## src/rtl/fft_stream_pkg.sv

```systemverilog
// Shared definitions for the FFT stream framer: state encoding and default widths.
package fft_stream_pkg;

    typedef enum logic [1:0] {
        StIdle,
        StStream,
        StPad
    } framer_state_e;

    localparam int unsigned DefDataW  = 18;
    localparam int unsigned DefPtsW   = 11;
    localparam int unsigned DefMaxPts = 1024;
    localparam int unsigned DefMinPts = 8;

endpackage

```

## src/rtl/fft_stream_outreg.sv

```systemverilog
// Single-entry output register toward the FFT sink; holds its beat while the sink stalls.
module fft_stream_outreg
    import fft_stream_pkg::*;
#(
    parameter int unsigned WIDTH = 2 * DefDataW + DefPtsW + 1
) (
    input  logic             clock50,
    input  logic             reset,
    input  logic             load,
    input  logic [WIDTH-1:0] load_data,
    input  logic             load_sop,
    input  logic             load_eop,
    input  logic             src_ready,
    output logic             src_valid,
    output logic             src_sop,
    output logic             src_eop,
    output logic [WIDTH-1:0] src_data
);

    logic             valid_q;
    logic             sop_q;
    logic             eop_q;
    logic [WIDTH-1:0] data_q;

    // The owner only asserts load when the register is empty or draining this cycle.
    always_ff @(posedge clock50) begin
        if (reset) begin
            valid_q <= 1'b0;
            sop_q   <= 1'b0;
            eop_q   <= 1'b0;
            data_q  <= '0;
        end else if (load) begin
            valid_q <= 1'b1;
            sop_q   <= load_sop;
            eop_q   <= load_eop;
            data_q  <= load_data;
        end else if (src_ready) begin
            valid_q <= 1'b0;
        end
    end

    assign src_valid = valid_q;
    assign src_sop   = sop_q;
    assign src_eop   = eop_q;
    assign src_data  = data_q;

endmodule

```

## src/rtl/fft_stream_framer.sv

```systemverilog
// Frames a sample stream into FFT-core packets of cfg_fftpts beats, zero-padding on flush.
module fft_stream_framer
    import fft_stream_pkg::*;
#(
    parameter int unsigned DATA_W  = DefDataW,
    parameter int unsigned PTS_W   = DefPtsW,
    parameter int unsigned MAX_PTS = DefMaxPts,
    parameter int unsigned MIN_PTS = DefMinPts
) (
    input  logic                    clock50,
    input  logic                    reset,
    input  logic                    in_valid,
    output logic                    in_ready,
    input  logic [DATA_W-1:0]       in_real,
    input  logic [DATA_W-1:0]       in_imag,
    input  logic [PTS_W-1:0]        cfg_fftpts,
    input  logic                    cfg_inverse,
    input  logic                    flush,
    output logic                    src_valid,
    input  logic                    src_ready,
    output logic                    src_sop,
    output logic                    src_eop,
    output logic [1:0]              src_error,
    output logic [2*DATA_W+PTS_W:0] src_data,
    output logic                    cfg_err,
    output logic [15:0]             frame_count
);

    localparam int unsigned OutW = 2 * DATA_W + PTS_W + 1;
    localparam logic [PTS_W-1:0] MinPts = PTS_W'(MIN_PTS);
    localparam logic [PTS_W-1:0] MaxPts = PTS_W'(MAX_PTS);
    localparam logic [PTS_W-1:0] OnePt  = PTS_W'(1);

    framer_state_e     state_q, state_d;
    logic [PTS_W-1:0]  idx_q, idx_d;
    logic [PTS_W-1:0]  pts_q, pts_d;
    logic              inv_q, inv_d;
    logic              cfg_err_q;
    logic [15:0]       frame_count_q;

    logic              cfg_ok;
    logic              out_free;
    logic              accept;
    logic              last;
    logic              load;
    logic              beat_sop;
    logic              beat_eop;
    logic [DATA_W-1:0] beat_real;
    logic [DATA_W-1:0] beat_imag;
    logic [PTS_W-1:0]  beat_pts;
    logic              beat_inv;

    assign cfg_ok   = $onehot(cfg_fftpts) && (cfg_fftpts >= MinPts) && (cfg_fftpts <= MaxPts);
    assign out_free = !src_valid || src_ready;
    // Config legality only matters when a new frame would start.
    assign in_ready = (state_q != StPad) && ((state_q != StIdle) || cfg_ok) && out_free;
    assign accept   = in_valid && in_ready;
    assign last     = (idx_q == pts_q - OnePt);

    always_comb begin
        state_d   = state_q;
        idx_d     = idx_q;
        pts_d     = pts_q;
        inv_d     = inv_q;
        load      = 1'b0;
        beat_sop  = 1'b0;
        beat_eop  = 1'b0;
        beat_real = in_real;
        beat_imag = in_imag;
        beat_pts  = pts_q;
        beat_inv  = inv_q;
        unique case (state_q)
            StIdle: begin
                if (accept) begin
                    pts_d    = cfg_fftpts;
                    inv_d    = cfg_inverse;
                    beat_pts = cfg_fftpts;
                    beat_inv = cfg_inverse;
                    load     = 1'b1;
                    beat_sop = 1'b1;
                    beat_eop = (cfg_fftpts == OnePt);
                    idx_d    = beat_eop ? '0 : OnePt;
                    state_d  = beat_eop ? StIdle : StStream;
                end
            end
            StStream: begin
                if (accept) begin
                    load     = 1'b1;
                    beat_eop = last;
                    idx_d    = last ? '0 : idx_q + OnePt;
                    if (last) state_d = StIdle;
                end
                // A flush that coincides with the final sample ends the frame normally.
                if (flush && !(accept && last)) state_d = StPad;
            end
            StPad: begin
                if (out_free) begin
                    load      = 1'b1;
                    beat_real = '0;
                    beat_imag = '0;
                    beat_eop  = last;
                    idx_d     = last ? '0 : idx_q + OnePt;
                    if (last) state_d = StIdle;
                end
            end
            default: state_d = StIdle;
        endcase
    end

    always_ff @(posedge clock50) begin
        if (reset) begin
            state_q       <= StIdle;
            idx_q         <= '0;
            pts_q         <= '0;
            inv_q         <= 1'b0;
            cfg_err_q     <= 1'b0;
            frame_count_q <= '0;
        end else begin
            state_q <= state_d;
            idx_q   <= idx_d;
            pts_q   <= pts_d;
            inv_q   <= inv_d;
            if (state_q == StIdle && in_valid && !cfg_ok) cfg_err_q <= 1'b1;
            if (src_valid && src_ready && src_eop) frame_count_q <= frame_count_q + 16'd1;
        end
    end

    fft_stream_outreg #(
        .WIDTH(OutW)
    ) u_outreg (
        .clock50  (clock50),
        .reset    (reset),
        .load     (load),
        .load_data({beat_real, beat_imag, beat_pts, beat_inv}),
        .load_sop (beat_sop),
        .load_eop (beat_eop),
        .src_ready(src_ready),
        .src_valid(src_valid),
        .src_sop  (src_sop),
        .src_eop  (src_eop),
        .src_data (src_data)
    );

    assign src_error   = 2'b00;
    assign cfg_err     = cfg_err_q;
    assign frame_count = frame_count_q;

endmodule
```

## config.mk

```make
export PLATFORM = sky130hd
export DESIGN_NAME = fft_stream_framer
export DESIGN_NICKNAME = d
export VERILOG_FILES = /design/src/rtl/fft_stream_pkg.sv /design/src/rtl/fft_stream_outreg.sv /design/src/rtl/fft_stream_framer.sv
export SDC_FILE = /design/constraint.sdc
export NUM_CORES = 1
export LEC_CHECK = 0
export ABC_CLOCK_PERIOD_IN_PS = 5700
export CORE_AREA = 4 4 128 130
export DETAILED_ROUTE_END_ITERATION = 16
export DIE_AREA = 0 0 132 134
export HOLD_SLACK_MARGIN = 0.08
export SYNTH_ARGS = -nofsm -noshare
export SYNTH_HDL_FRONTEND = slang
export SYNTH_SLANG_ARGS = --single-unit
```

## constraint.sdc

```tcl
create_clock -name clock50 -period 5.7 [get_ports clock50]
set_input_delay 1.425 -clock clock50 [delete_from_list [all_inputs] [get_ports clock50]]
set_output_delay 1.425 -clock clock50 [all_outputs]
set_load 0.005 [all_outputs]
```

==> impl_metrics.env <==
export IMPL_ys_seq_elements=93
export IMPL_crit_cells=15
export IMPL_drt_wl_total_um=12330
export IMPL_hp_start="u_outreg.src_data[45]$_SDFFE_PP0P_"
export IMPL_numCtsBuffers=9
export IMPL_synth_area_leaders="dfxtp_1 (41%), a21oi_1 (6.4%), nor2_1 (5.5%)"
export IMPL_status="finished with violations"
export IMPL_io_pins=124
export IMPL_drive_gt1_share_pct=8.846
export IMPL_num_vias=4252
export IMPL_gr_total_overflow=0
export IMPL_async_reset_ff_share_pct=0
export IMPL_cp_data_arrival_time_ns=4.71
export IMPL_ys_top_cells_by_count="dfxtp_1 (93), nor2_1 (66), a21oi_1 (58)"
export IMPL_start_util_pct=29.71
export IMPL_clkTransAtPathRegs_ns=0.06
export IMPL_ir_drop_mv=0.1944
export IMPL_r2r_cells=9
export IMPL_cts_tree="done"
export IMPL_finalSetupTns_ns=-0.4335
export IMPL_wl_per_cell_um=14.42
export IMPL_hold_path_depth=2
export IMPL_holdWs_ns=0.4511
export IMPL_hold_class="flop to flop"
export IMPL_fp_dieW_um=132
export IMPL_seq_area_frac_synth_pct=41.37
export IMPL_setup_viol=1
export IMPL_endpoint_kind="primary output"
export IMPL_fin_ws_ns=-0.4335
export IMPL_syn_inst=543
export IMPL_synth_enable_flop_cells=0
export IMPL_path_delay_family="adder cells"
export IMPL_met3WireLength_um=969
export IMPL_violations="setup timing"
export IMPL_via_per_inst=4.973
export IMPL_worstSetupStartpoint="cfg_fftpts[1]"
export IMPL_cpPeakStageDelay_ns=0.52
export IMPL_cap_viol_max_count=0
export IMPL_io_buffer_count=121
export IMPL_row_count=45
export IMPL_synth_cell_area_sq_um=4501
export IMPL_gp_congestion=0.8352
export IMPL_crit_chain="buf_4 > fa_1 > fa_1 > inv_1 > fa_1 > inv_1 > fa_2 > inv_2 > fa_2 > a2111o_1 > a21oi_2 > o21ai_1 > and2_4 > nor3_2 > buf_2"
export IMPL_die_h_um=134
export IMPL_n_fill_cell=1489
export IMPL_cts_sinks=93
export IMPL_cts_hold_buffers=0
export IMPL_nets=734
export IMPL_antenna_found_initial=0
export IMPL_slowest_stage="fa_1"
export IMPL_grt_first_pass_wirelength_um=20610
export IMPL_core_area_sq_um=15150
export IMPL_firstDrtPassIters=4
export IMPL_yosysWarnings=0
export IMPL_highest_layer="met4"
export IMPL_crit_reg2reg_launch="pts_q[0]$_SDFF_PP0_"
export IMPL_power_density_nw_per_um2=414.5
export IMPL_dpl_hpwl_um=9352
export IMPL_fmax_mhz=163.0
export IMPL_drt_iter0_drc=152
export IMPL_dieArea_sq_um=17690
export IMPL_power_mw=2.618
export IMPL_route_met2_wl_um=5668
export IMPL_clockRootBuffer="clkbuf_16"
export IMPL_tightest_slew_ns=1.184
export IMPL_route_detailed_drc=0
export IMPL_worstPathMaxFanout=3
export IMPL_yosysUniqueCellTypes=56
export IMPL_critical_path_class="input pin to primary output"
export IMPL_finalCritPeriodShare_pct=107.6
export IMPL_startpoint_type="input pin"
export IMPL_cp_buffers_inverters=5
export IMPL_synth_top_cell_by_area="dfxtp_1"
export IMPL_drtAntennaViolNets=0
export IMPL_fin_area_sq_um=6316
export IMPL_p_leak_nw=2.475
export IMPL_cts_htree_levels=3
export IMPL_dpl_cell_area_sq_um=6018
export IMPL_wl_met1_um=5493
export IMPL_ys_flop_type="dfxtp_1"
export IMPL_cts_setup_buffers=0
export IMPL_maxSlewViolCount=0
export IMPL_insertion_delay_ns=0.34
export IMPL_cts_max_path_buffers=2
export IMPL_area_delta_synth_final_pct=40.34
export IMPL_skew_ns=0.01033
export IMPL_rsz0062_at_grt="true"
export IMPL_grt_max_degree=50
export IMPL_grt_pass1_vias=4285
export IMPL_grtUsageTotal_pct=14.09
export IMPL_period_minus_slack_ns=6.133
export IMPL_syn_area_per_cell_sq_um=8.288
export IMPL_max_slew_margin_rel_pct=20.85
export IMPL_diodes=0
export IMPL_netlist_area_leader_share_pct=41.37
export IMPL_final_hold_violation_count=0
export IMPL_required_ns=4.28
export IMPL_cpMostUsedCell="fa_1"
export IMPL_synth_most_common_cell="dfxtp_1"
final cells by class:
cell class	instances	area [sq um]	share of cell area (%)
Clock buffer	11	252.7	4.002
Multi-Input combinational cell	397	2444	38.69
Timing Repair Buffer	139	1359	21.51
Sequential cell	93	1862	29.48
Tap cell	188	235.2	3.724
Inverter	23	86.33	1.367
Clock inverter	4	77.57	1.228
registers in the layout, indices dropped and copies added, names as in the netlist, 2 cells and up:
name / count
frame_count: 16
idx_q: 11
pts_q: 11
state_q: 2
u_outreg.src_data: 48
metrics by stage:
stage                     cells  util, %  setup slack [ns]
final                       855    41.70           -0.4335
after global routing        855    41.70           -0.5923
after floorplan             544        -          -0.09211
after detailed placement    840    39.74            -1.254
after CTS                   855    41.88           -0.5905
after global placement      840    39.74            -1.195
metal layers:
| layer | up-vias | global-route usage, % |
|---|---|---|
| met5 | - | 0 |
| met3 | 16 | 5.589 |
| met1 | 1995 | 17.42 |
| li1 | 2122 | - |
| met2 | 119 | 22.35 |
| met4 | 0 | 5.018 |
path summary, 6_finish.rpt:
path | to | slack (ns)
hold reg to reg | u_outreg.src_data[45]$_SDFFE_PP0P_ | 0.45
hold / removal | u_outreg.src_data[45]$_SDFFE_PP0P_ | 0.45
setup / recovery | in_ready | -0.43
setup reg to reg | idx_q[6]$_SDFFE_PP0P_ | 2.98
where the power goes:
| group | internal [mW] | leakage, nW | switching (mW) | total [mW] |
|---|---|---|---|---|
| clock network | 0.409 | 0.163 | 0.257 | 0.666 |
| registers | 0.778 | 0.756 | 0.0807 | 0.859 |
| logic | 0.547 | 1.56 | 0.546 | 1.09 |
timing repair:
action	CTS	global route
setup endpoints to repair	1	1
pin swaps	3	0
hold endpoints to repair	0	0
resized for setup	15	10
tightest hold or removal path, cell delays in order (launching register included):
cell	delay (ns)
dfxtp_1	0.31
nand2_1	0.05
a21oi_1	0.05
cells by family after synthesis:
| kind of cell | count (synthesis) | share of synthesized area [%] |
|---|---|---|
| muxes | 10 | 2.224 |
| DFF | 93 | 41.37 |
| buffers and inverters | 54 | 4.865 |
| adders and majority gates | 18 | 6.172 |
| xor gates and xnor gates | 25 | 4.865 |
| and+or+nand+nor | 220 | 23.08 |
| AOI/OAI and AO/OA | 122 | 17.35 |
| other | 1 | 0.08332 |
cells in the final DEF, fill, tap and decap left out, types with 5 or more instances in the layout:
cell type        Yosys  layout
and3_1              10      10
nand2b_1             5       5
clkbuf_2             0       5
clkbuf_16            0       9
a21o_1               5       5
xnor2_1              8       8
nand3_1             45      45
a22o_1               5       5
a21oi_1             58      57
or3_1                7       7
fa_1                 7       5
ha_1                11      11
inv_1               23      22
nor2_1              66      66
mux2i_1             10      10
nand2_1             52      52
a211oi_1            12      12
xor2_1              17      17
nor3_1               7       6
dfxtp_1             93      93
clkdlybuf4s50_1      0     113
nand4_1             10      10
buf_4                2      15
o21ai_0             13      12
Note: power is estimated with default switching activity, not from simulation.
